### config.mk
export PLATFORM = sky130hd
export DESIGN_NAME = hw_accel_dma_responder
export DESIGN_NICKNAME = d
export VERILOG_FILES = /design/src/rtl/hw_accel_dma_pkg.sv /design/src/rtl/hw_accel_skid_buf.sv /design/src/rtl/hw_accel_dma_responder.sv
export SDC_FILE = /design/constraint.sdc
export NUM_CORES = 1
export LEC_CHECK = 0
export BUFFER_PORTS_ARGS = -buffer_cell sky130_fd_sc_hd__clkbuf_2
export CAP_MARGIN = 5
export CELL_PAD_IN_SITES_DETAIL_PLACEMENT = 1
export CELL_PAD_IN_SITES_GLOBAL_PLACEMENT = 1
export CORE_ASPECT_RATIO = 1.75
export CORE_UTILIZATION = 43
export DETAILED_ROUTE_END_ITERATION = 8
export GPL_TIMING_DRIVEN = 0
export PLACE_DENSITY_LB_ADDON = 0.1
export SYNTH_ARGS = -nofsm -noshare
export SYNTH_HDL_FRONTEND = slang
export SYNTH_SLANG_ARGS = --single-unit
### constraint.sdc
create_clock -name clk -period 4.02 [get_ports clk]
set_input_delay 0.201 -clock clk [delete_from_list [all_inputs] [get_ports clk]]
set_output_delay 0.201 -clock clk [all_outputs]
set_load 0.005 [all_outputs]
### src/rtl/hw_accel_dma_pkg.sv
// Shared definitions for the DMA responder: FSM encoding, checksum width
// and the checksum accumulate helper.
package hw_accel_dma_pkg;

   typedef enum logic [1:0] {
      ST_IDLE = 2'd0,
      ST_RUN  = 2'd1,
      ST_DONE = 2'd2
   } state_t;

   localparam int CSUM_W = 32;

   // Checksum is a plain modulo-2^32 sum of the received words
   function automatic logic [CSUM_W-1:0] csum_add(input logic [CSUM_W-1:0] acc,
                                                  input logic [CSUM_W-1:0] word);
      return acc + word;
   endfunction

endpackage

### src/rtl/hw_accel_skid_buf.sv
// Two-entry skid buffer with registered in_ready, out_valid and out_data.
// accept_nxt lets the parent close the input for the next cycle while the
// ready output stays a pure register.
module hw_accel_skid_buf #(
   parameter int DATA_WIDTH = 32
) (
   input  logic                  clk,
   input  logic                  rst_n,
   input  logic                  accept_nxt,
   input  logic                  in_valid,
   output logic                  in_ready,
   input  logic [DATA_WIDTH-1:0] in_data,
   output logic                  out_valid,
   input  logic                  out_ready,
   output logic [DATA_WIDTH-1:0] out_data
);

   logic                  skid_vld;
   logic                  skid_vld_nxt;
   logic [DATA_WIDTH-1:0] skid_data;
   logic                  in_fire;
   logic                  out_free;

   assign in_fire  = in_valid & in_ready;
   assign out_free = out_ready | ~out_valid;

   // Skid slot fills only when a word arrives while the output is stalled
   always_comb begin
      skid_vld_nxt = skid_vld;
      if (out_free) begin
         skid_vld_nxt = 1'b0;
      end else if (in_fire) begin
         skid_vld_nxt = 1'b1;
      end
   end

   // Output register refills from the skid slot first, then from the input
   always_ff @(posedge clk or negedge rst_n) begin
      if (!rst_n) begin
         out_valid <= 1'b0;
         out_data  <= '0;
         skid_vld  <= 1'b0;
         skid_data <= '0;
         in_ready  <= 1'b0;
      end else begin
         if (out_free) begin
            if (skid_vld) begin
               out_valid <= 1'b1;
               out_data  <= skid_data;
            end else begin
               out_valid <= in_fire;
               if (in_fire) begin
                  out_data <= in_data;
               end
            end
         end else if (in_fire) begin
            skid_data <= in_data;
         end
         skid_vld <= skid_vld_nxt;
         in_ready <= accept_nxt & ~skid_vld_nxt;
      end
   end

endmodule

### src/rtl/hw_accel_dma_responder.sv
// DMA responder: streams one frame of source words out over MM2S while
// receiving, counting and checksumming one frame of S2MM words, and checks
// the S2MM wlast framing.
module hw_accel_dma_responder
   import hw_accel_dma_pkg::*;
#(
   parameter int DATA_WIDTH          = 32,
   parameter int IN_FRAME_WORDS      = 307200,
   parameter int OUT_TRANSFER_LENGTH = 1920,
   parameter int OUT_FRAME_WORDS     = 9216
) (
   input  logic                    clk,
   input  logic                    rst_n,
   input  logic                    start,
   output logic                    busy,
   output logic                    done,
   input  logic                    src_valid,
   output logic                    src_ready,
   input  logic [DATA_WIDTH-1:0]   src_data,
   output logic                    dma_rvalid,
   input  logic                    dma_rready,
   output logic [DATA_WIDTH/8-1:0] dma_rkeep,
   output logic [DATA_WIDTH-1:0]   dma_rdata,
   input  logic                    dma_wvalid,
   output logic                    dma_wready,
   input  logic                    dma_wlast,
   input  logic [DATA_WIDTH-1:0]   dma_wdata,
   output logic [31:0]             rx_word_count,
   output logic [CSUM_W-1:0]       rx_checksum,
   output logic                    err_wlast_early,
   output logic                    err_wlast_missing,
   output logic                    err_unexpected_w
);

   localparam int TXC_W = $clog2(IN_FRAME_WORDS + 1);
   localparam int RXC_W = $clog2(OUT_FRAME_WORDS + 1);
   localparam int XFC_W = $clog2(OUT_TRANSFER_LENGTH + 1);
   localparam logic [TXC_W-1:0] TX_N = TXC_W'(IN_FRAME_WORDS);
   localparam logic [RXC_W-1:0] RX_N = RXC_W'(OUT_FRAME_WORDS);
   localparam logic [XFC_W-1:0] XF_N = XFC_W'(OUT_TRANSFER_LENGTH);

   state_t           state;
   state_t           state_nxt;
   logic             start_acc;
   logic             src_fire;
   logic             rd_fire;
   logic             w_fire;
   logic [TXC_W-1:0] tx_acc_cnt;
   logic [TXC_W-1:0] tx_acc_nxt;
   logic [TXC_W-1:0] tx_out_cnt;
   logic [RXC_W-1:0] rx_cnt;
   logic [XFC_W-1:0] xfer_idx;
   logic             accept_nxt;
   logic             tx_done_now;
   logic             rx_last_word;
   logic             rx_done_now;
   logic             wlast_exp;

   assign start_acc    = start & (state == ST_IDLE);
   assign src_fire     = src_valid & src_ready;
   assign rd_fire      = dma_rvalid & dma_rready;
   assign w_fire       = dma_wvalid & dma_wready;
   assign rx_last_word = (rx_cnt == RX_N - 1'b1);
   // "done now" includes a completing handshake in this very cycle
   assign tx_done_now  = (tx_out_cnt == TX_N) | (rd_fire & (tx_out_cnt == TX_N - 1'b1));
   assign rx_done_now  = (rx_cnt == RX_N) | (w_fire & rx_last_word);
   assign wlast_exp    = (xfer_idx == XF_N - 1'b1) | rx_last_word;
   assign accept_nxt   = (state_nxt == ST_RUN) & (tx_acc_nxt < TX_N);
   assign dma_rkeep    = {(DATA_WIDTH/8){dma_rvalid}};
   assign rx_word_count = 32'(rx_cnt);

   hw_accel_skid_buf #(
      .DATA_WIDTH (DATA_WIDTH)
   ) u_skid (
      .clk        (clk),
      .rst_n      (rst_n),
      .accept_nxt (accept_nxt),
      .in_valid   (src_valid),
      .in_ready   (src_ready),
      .in_data    (src_data),
      .out_valid  (dma_rvalid),
      .out_ready  (dma_rready),
      .out_data   (dma_rdata)
   );

   // Source words accepted this frame, cleared by an accepted start
   always_comb begin
      tx_acc_nxt = tx_acc_cnt;
      if (start_acc) begin
         tx_acc_nxt = '0;
      end else if (src_fire) begin
         tx_acc_nxt = tx_acc_cnt + 1'b1;
      end
   end

   // Frame FSM next state and status outputs
   always_comb begin
      state_nxt = state;
      busy      = 1'b0;
      done      = 1'b0;
      case (state)
         ST_IDLE: begin
            if (start) begin
               state_nxt = ST_RUN;
            end
         end
         ST_RUN: begin
            busy = 1'b1;
            if (tx_done_now && rx_done_now) begin
               state_nxt = ST_DONE;
            end
         end
         ST_DONE: begin
            done      = 1'b1;
            state_nxt = ST_IDLE;
         end
         default: state_nxt = ST_IDLE;
      endcase
   end

   // Frame FSM state register
   always_ff @(posedge clk or negedge rst_n) begin
      if (!rst_n) begin
         state <= ST_IDLE;
      end else begin
         state <= state_nxt;
      end
   end

   // TX/RX counters, S2MM result registers and framing error flags
   always_ff @(posedge clk or negedge rst_n) begin
      if (!rst_n) begin
         tx_acc_cnt        <= '0;
         tx_out_cnt        <= '0;
         rx_cnt            <= '0;
         xfer_idx          <= '0;
         rx_checksum       <= '0;
         err_wlast_early   <= 1'b0;
         err_wlast_missing <= 1'b0;
         err_unexpected_w  <= 1'b0;
         dma_wready        <= 1'b0;
      end else begin
         tx_acc_cnt <= tx_acc_nxt;
         if (start_acc) begin
            tx_out_cnt        <= '0;
            rx_cnt            <= '0;
            xfer_idx          <= '0;
            rx_checksum       <= '0;
            err_wlast_early   <= 1'b0;
            err_wlast_missing <= 1'b0;
            dma_wready        <= 1'b1;
         end else begin
            if (rd_fire) begin
               tx_out_cnt <= tx_out_cnt + 1'b1;
            end
            if (w_fire) begin
               rx_cnt      <= rx_cnt + 1'b1;
               rx_checksum <= csum_add(rx_checksum, CSUM_W'(dma_wdata));
               xfer_idx    <= wlast_exp ? '0 : xfer_idx + 1'b1;
               if (dma_wlast && !wlast_exp) begin
                  err_wlast_early <= 1'b1;
               end
               if (!dma_wlast && wlast_exp) begin
                  err_wlast_missing <= 1'b1;
               end
               if (rx_last_word) begin
                  dma_wready <= 1'b0;
               end
            end
         end
         // A write offered while idle is flagged and never accepted
         if ((state == ST_IDLE) && dma_wvalid) begin
            err_unexpected_w <= 1'b1;
         end else if (start_acc) begin
            err_unexpected_w <= 1'b0;
         end
      end
   end

endmodule

==> flow_summary.ini <==
[run_status]
outcome = finished, final reports clean

[clock_tree]
clk_latency_ps = 440
numCtsBuffers = 17
ctsRootBufferMaster = clkbuf_16
cts_sinks = 168
h-tree-depth = 4
cts_resized = 0
cts_tree = yes
path_clk_slew_ps = 70
cts_buffer_depth = 2

[setup_path]
start_kind = flip-flop
worstPathCellList = ha_1 > inv_1 > fa_1 > nor2b_4 > o31a_2 > a21oi_4 > o31ai_4 > a211oi_4 > o221ai_4 > a2111oi_4 > or4_1 > a41oi_2
crit_path_max_fanout = 4
r2r_end = rx_checksum[28]$_DFFE_PN0P_
arrival_ps = 3530
reg2regPathDepth = 12
crit_start = rx_checksum[0]$_DFFE_PN0P_
crit_family = compound AO/OA/AOI/OAI gates
r2r_setup_slack_ps = 840
critical_path.endpoint_type = flip-flop
cp.required_ps = 4380
cp_slowest_cell = or4_1
critical-path-max-stage-delay_ps = 540
cp.depth = 12
worstSetupEndpoint = rx_checksum[28]$_DFFE_PN0P_
critPathKind = flip-flop to flip-flop
cp_num_buf_inv = 1
r2r-start = rx_checksum[0]$_DFFE_PN0P_

[global_route]
met2_usage_pct = 48.5
top_usage_layer = met2
antenna_found_initial = 0
grt_pass1_wl_um = 42300
grt_max_degree = 98
grt_util_all_layers_pct = 24.4
grt_overflow = 0
use_met3_pct = 4.88
grt_pass1_vias = 8404
use_met1_pct = 24.5

[run]
max_cap_violations = 0

[placement]
dp_hpwl_um = 19100
port-buffer-count = 160
place_ws_ps = 838
place_inst = 1390
gp_congestion = 0.823
postPlaceCellArea_um2 = 10500

[detailed_routing]
wl_per_cell_um = 18.0
first_pass_iters = 4
via_per_inst = 5.45
antenna_left = 0
vias = 7803
routed_wl_um = 25700
drt-initial-drc-count = 232
remaining_drc_errors = 0

[yosys]
syn_inst = 960
syn_area_per_cell_um2 = 9.65
synthDistinctLibCells = 64
synth_edf_count = 0
synth_area_um2 = 9270
yosys_most_used_dff = dfrtp_1
synth-seq-cells = 168
seq_area_frac_synth_pct = 45.4
synth_warnings = 0
postSynth.asyncResetShare_pct = 100

[layout]
final_util_pct = 53.0
nFillCells = 2487
flow.area_growth_from_synthesis_pct = 20.2
final_cell_mix = 168 x dfrtp_1, 159 x clkbuf_2, 129 x nor2_1
final_nets = 1277
multi_input_area_um2 = 4740
final_common_cell = dfrtp_1
diodes = 0
drive_gt1_share_pct = 22.2
design_area_um2 = 11100
register_area_um2 = 4200
instances_no_fill = 1431

[sta]
hold_violations = 0
relSlewSlack_pct = 47.6
timing.final.crit_share_pct = 79.0
finalSetupViolations = 0
worst_pin_slew_ps = 785
fmaxAchievable_mhz = 315
drv_slew = 0
period_minus_slack_ps = 3180
tns_ps = 0
rsz0062_at_grt = no
finalWorstSetupSlack_ps = 843
clock-skew-final_ps = 8.37

[floorplan]
rows = 70
die-area_um2 = 22200
core_area_um2 = 21000
pin_count = 179
die-height_um = 196
initial_core_util_pct = 44.1
die_w_um = 113

[pwr]
p_comb_share_pct = 39.9
p_int_mw = 4.37
switchingPower_mw = 2.58
clkPwrFrac_pct = 22.9
p_leak_nw = 5.27
worst_ir_drop_vdd_mv = 0.382
power_frac_seq_pct = 37.2
p_sw_share_pct = 37.1
p_per_area_nw_per_um2 = 624

[hold_path]
hold_class = primary input to flip-flop
worstHoldStart = src_data[22]
[logic make-up (layout without fill, tap and decap cells)]
family                   count (synthesis)  after routing  share of synthesized area [%]
AO/OA/AOI/OAI                          195            195                           13.4
XOR/XNOR                                67             67                           6.33
multiplexers                            68             68                           7.79
buffers and inverters                   81            283                           4.19
adder cells (fa/ha/maj)                 38             38                           5.21
flip-flops                             168            168                           45.4
other                                    1             18                         0.0405
AND/OR/NAND/NOR                        342            342                           17.7
[cell type report]
cell class	count	share of cell area (%)
Tap cell	252	2.83
Multi-Input combinational cell	728	42.5
Inverter	19	0.640
Timing Repair Buffer	172	8.51
Clock buffer	21	3.96
Clock inverter	9	0.933
Sequential cell	168	37.8
Buffer	62	2.84
[worst min-delay path by stage]
stage	to	slack, ps	depth (start not counted)
3_5_place_dp	rx_checksum[14]$_DFFE_PN0P_	250	1
2_1_floorplan	dma_wready$_DFFE_PN0P_	-90	0
4_1_cts	u_skid.skid_data[13]$_DFFE_PN0P_	2	2
6_report	u_skid.skid_data[22]$_DFFE_PN0P_	20	2
3_3_place_gp	u_skid.skid_data[18]$_DFFE_PN0P_	450	2
5_1_grt	u_skid.skid_data[22]$_DFFE_PN0P_	10	2
[what timing repair did]
item | 4_1_cts | 5_1_grt
hold endpoints to repair | 81 | 0
buffers inserted | 0 | 0
hold buffers | 11 | 0
[power by group through the flow]
stage | Combinational (mW) | Clock, mW | Sequential (mW)
after CTS | 2.80 | 1.63 | 2.59
after floorplan | 1.88 | 0 | 2.54
final | 2.77 | 1.59 | 2.59
after global routing | 3.09 | 1.68 | 2.66
after detailed placement | 2.77 | 0 | 2.61
after global placement | 2.69 | 0 | 2.59
[stage by stage]
step	hold WS [ps]	total power, mW
3_3_place_gp	449	5.29
5_1_grt	10.8	7.43
2_1_floorplan	-94.6	4.42
3_5_place_dp	252	5.38
6_report	17.5	6.95
4_1_cts	1.68	7.03
[synthesized netlist by cell type, drive strengths merged (6+ instances only)]
cell / count / area share, %
dfrtp: 168 / 45
nor2: 129 / 5.2
a21oi: 96 / 5.3
nand2: 77 / 3.1
o21ai: 44 / 2.4
xor2: 41 / 3.9
ha: 37 / 5.0
buf: 35 / 2.3
mux2i: 35 / 3.8
mux2: 33 / 4.0
nand3: 29 / 1.6
clkbuf: 27 / 1.1
xnor2: 26 / 2.5
inv: 19 / 0.77
and3: 17 / 1.2
a21o: 16 / 1.3
nand4: 15 / 1.0
nor3: 14 / 0.76
nor2b: 9 / 0.69
or3: 8 / 0.54
a211oi: 7 / 0.76
and2: 7 / 0.47
nor3b: 7 / 0.57
and4: 6 / 0.57
[state kept, by name, indices dropped and copies added (netlist names), 2 cells and up]
signal and flops:
rx_cnt 14, u_skid.skid_data 32, xfer_idx 11, tx_acc_cnt 19, u_skid.out_data 32, tx_out_cnt 19
state 2, rx_checksum 32
[layer usage]
metal	vias to the layer above	wire length, um
met2	153	14700
met4	0	586
met5	-	0
met1	3890	9460
met3	33	970
li1	3727	-
Power figures use the tool's default switching activity.
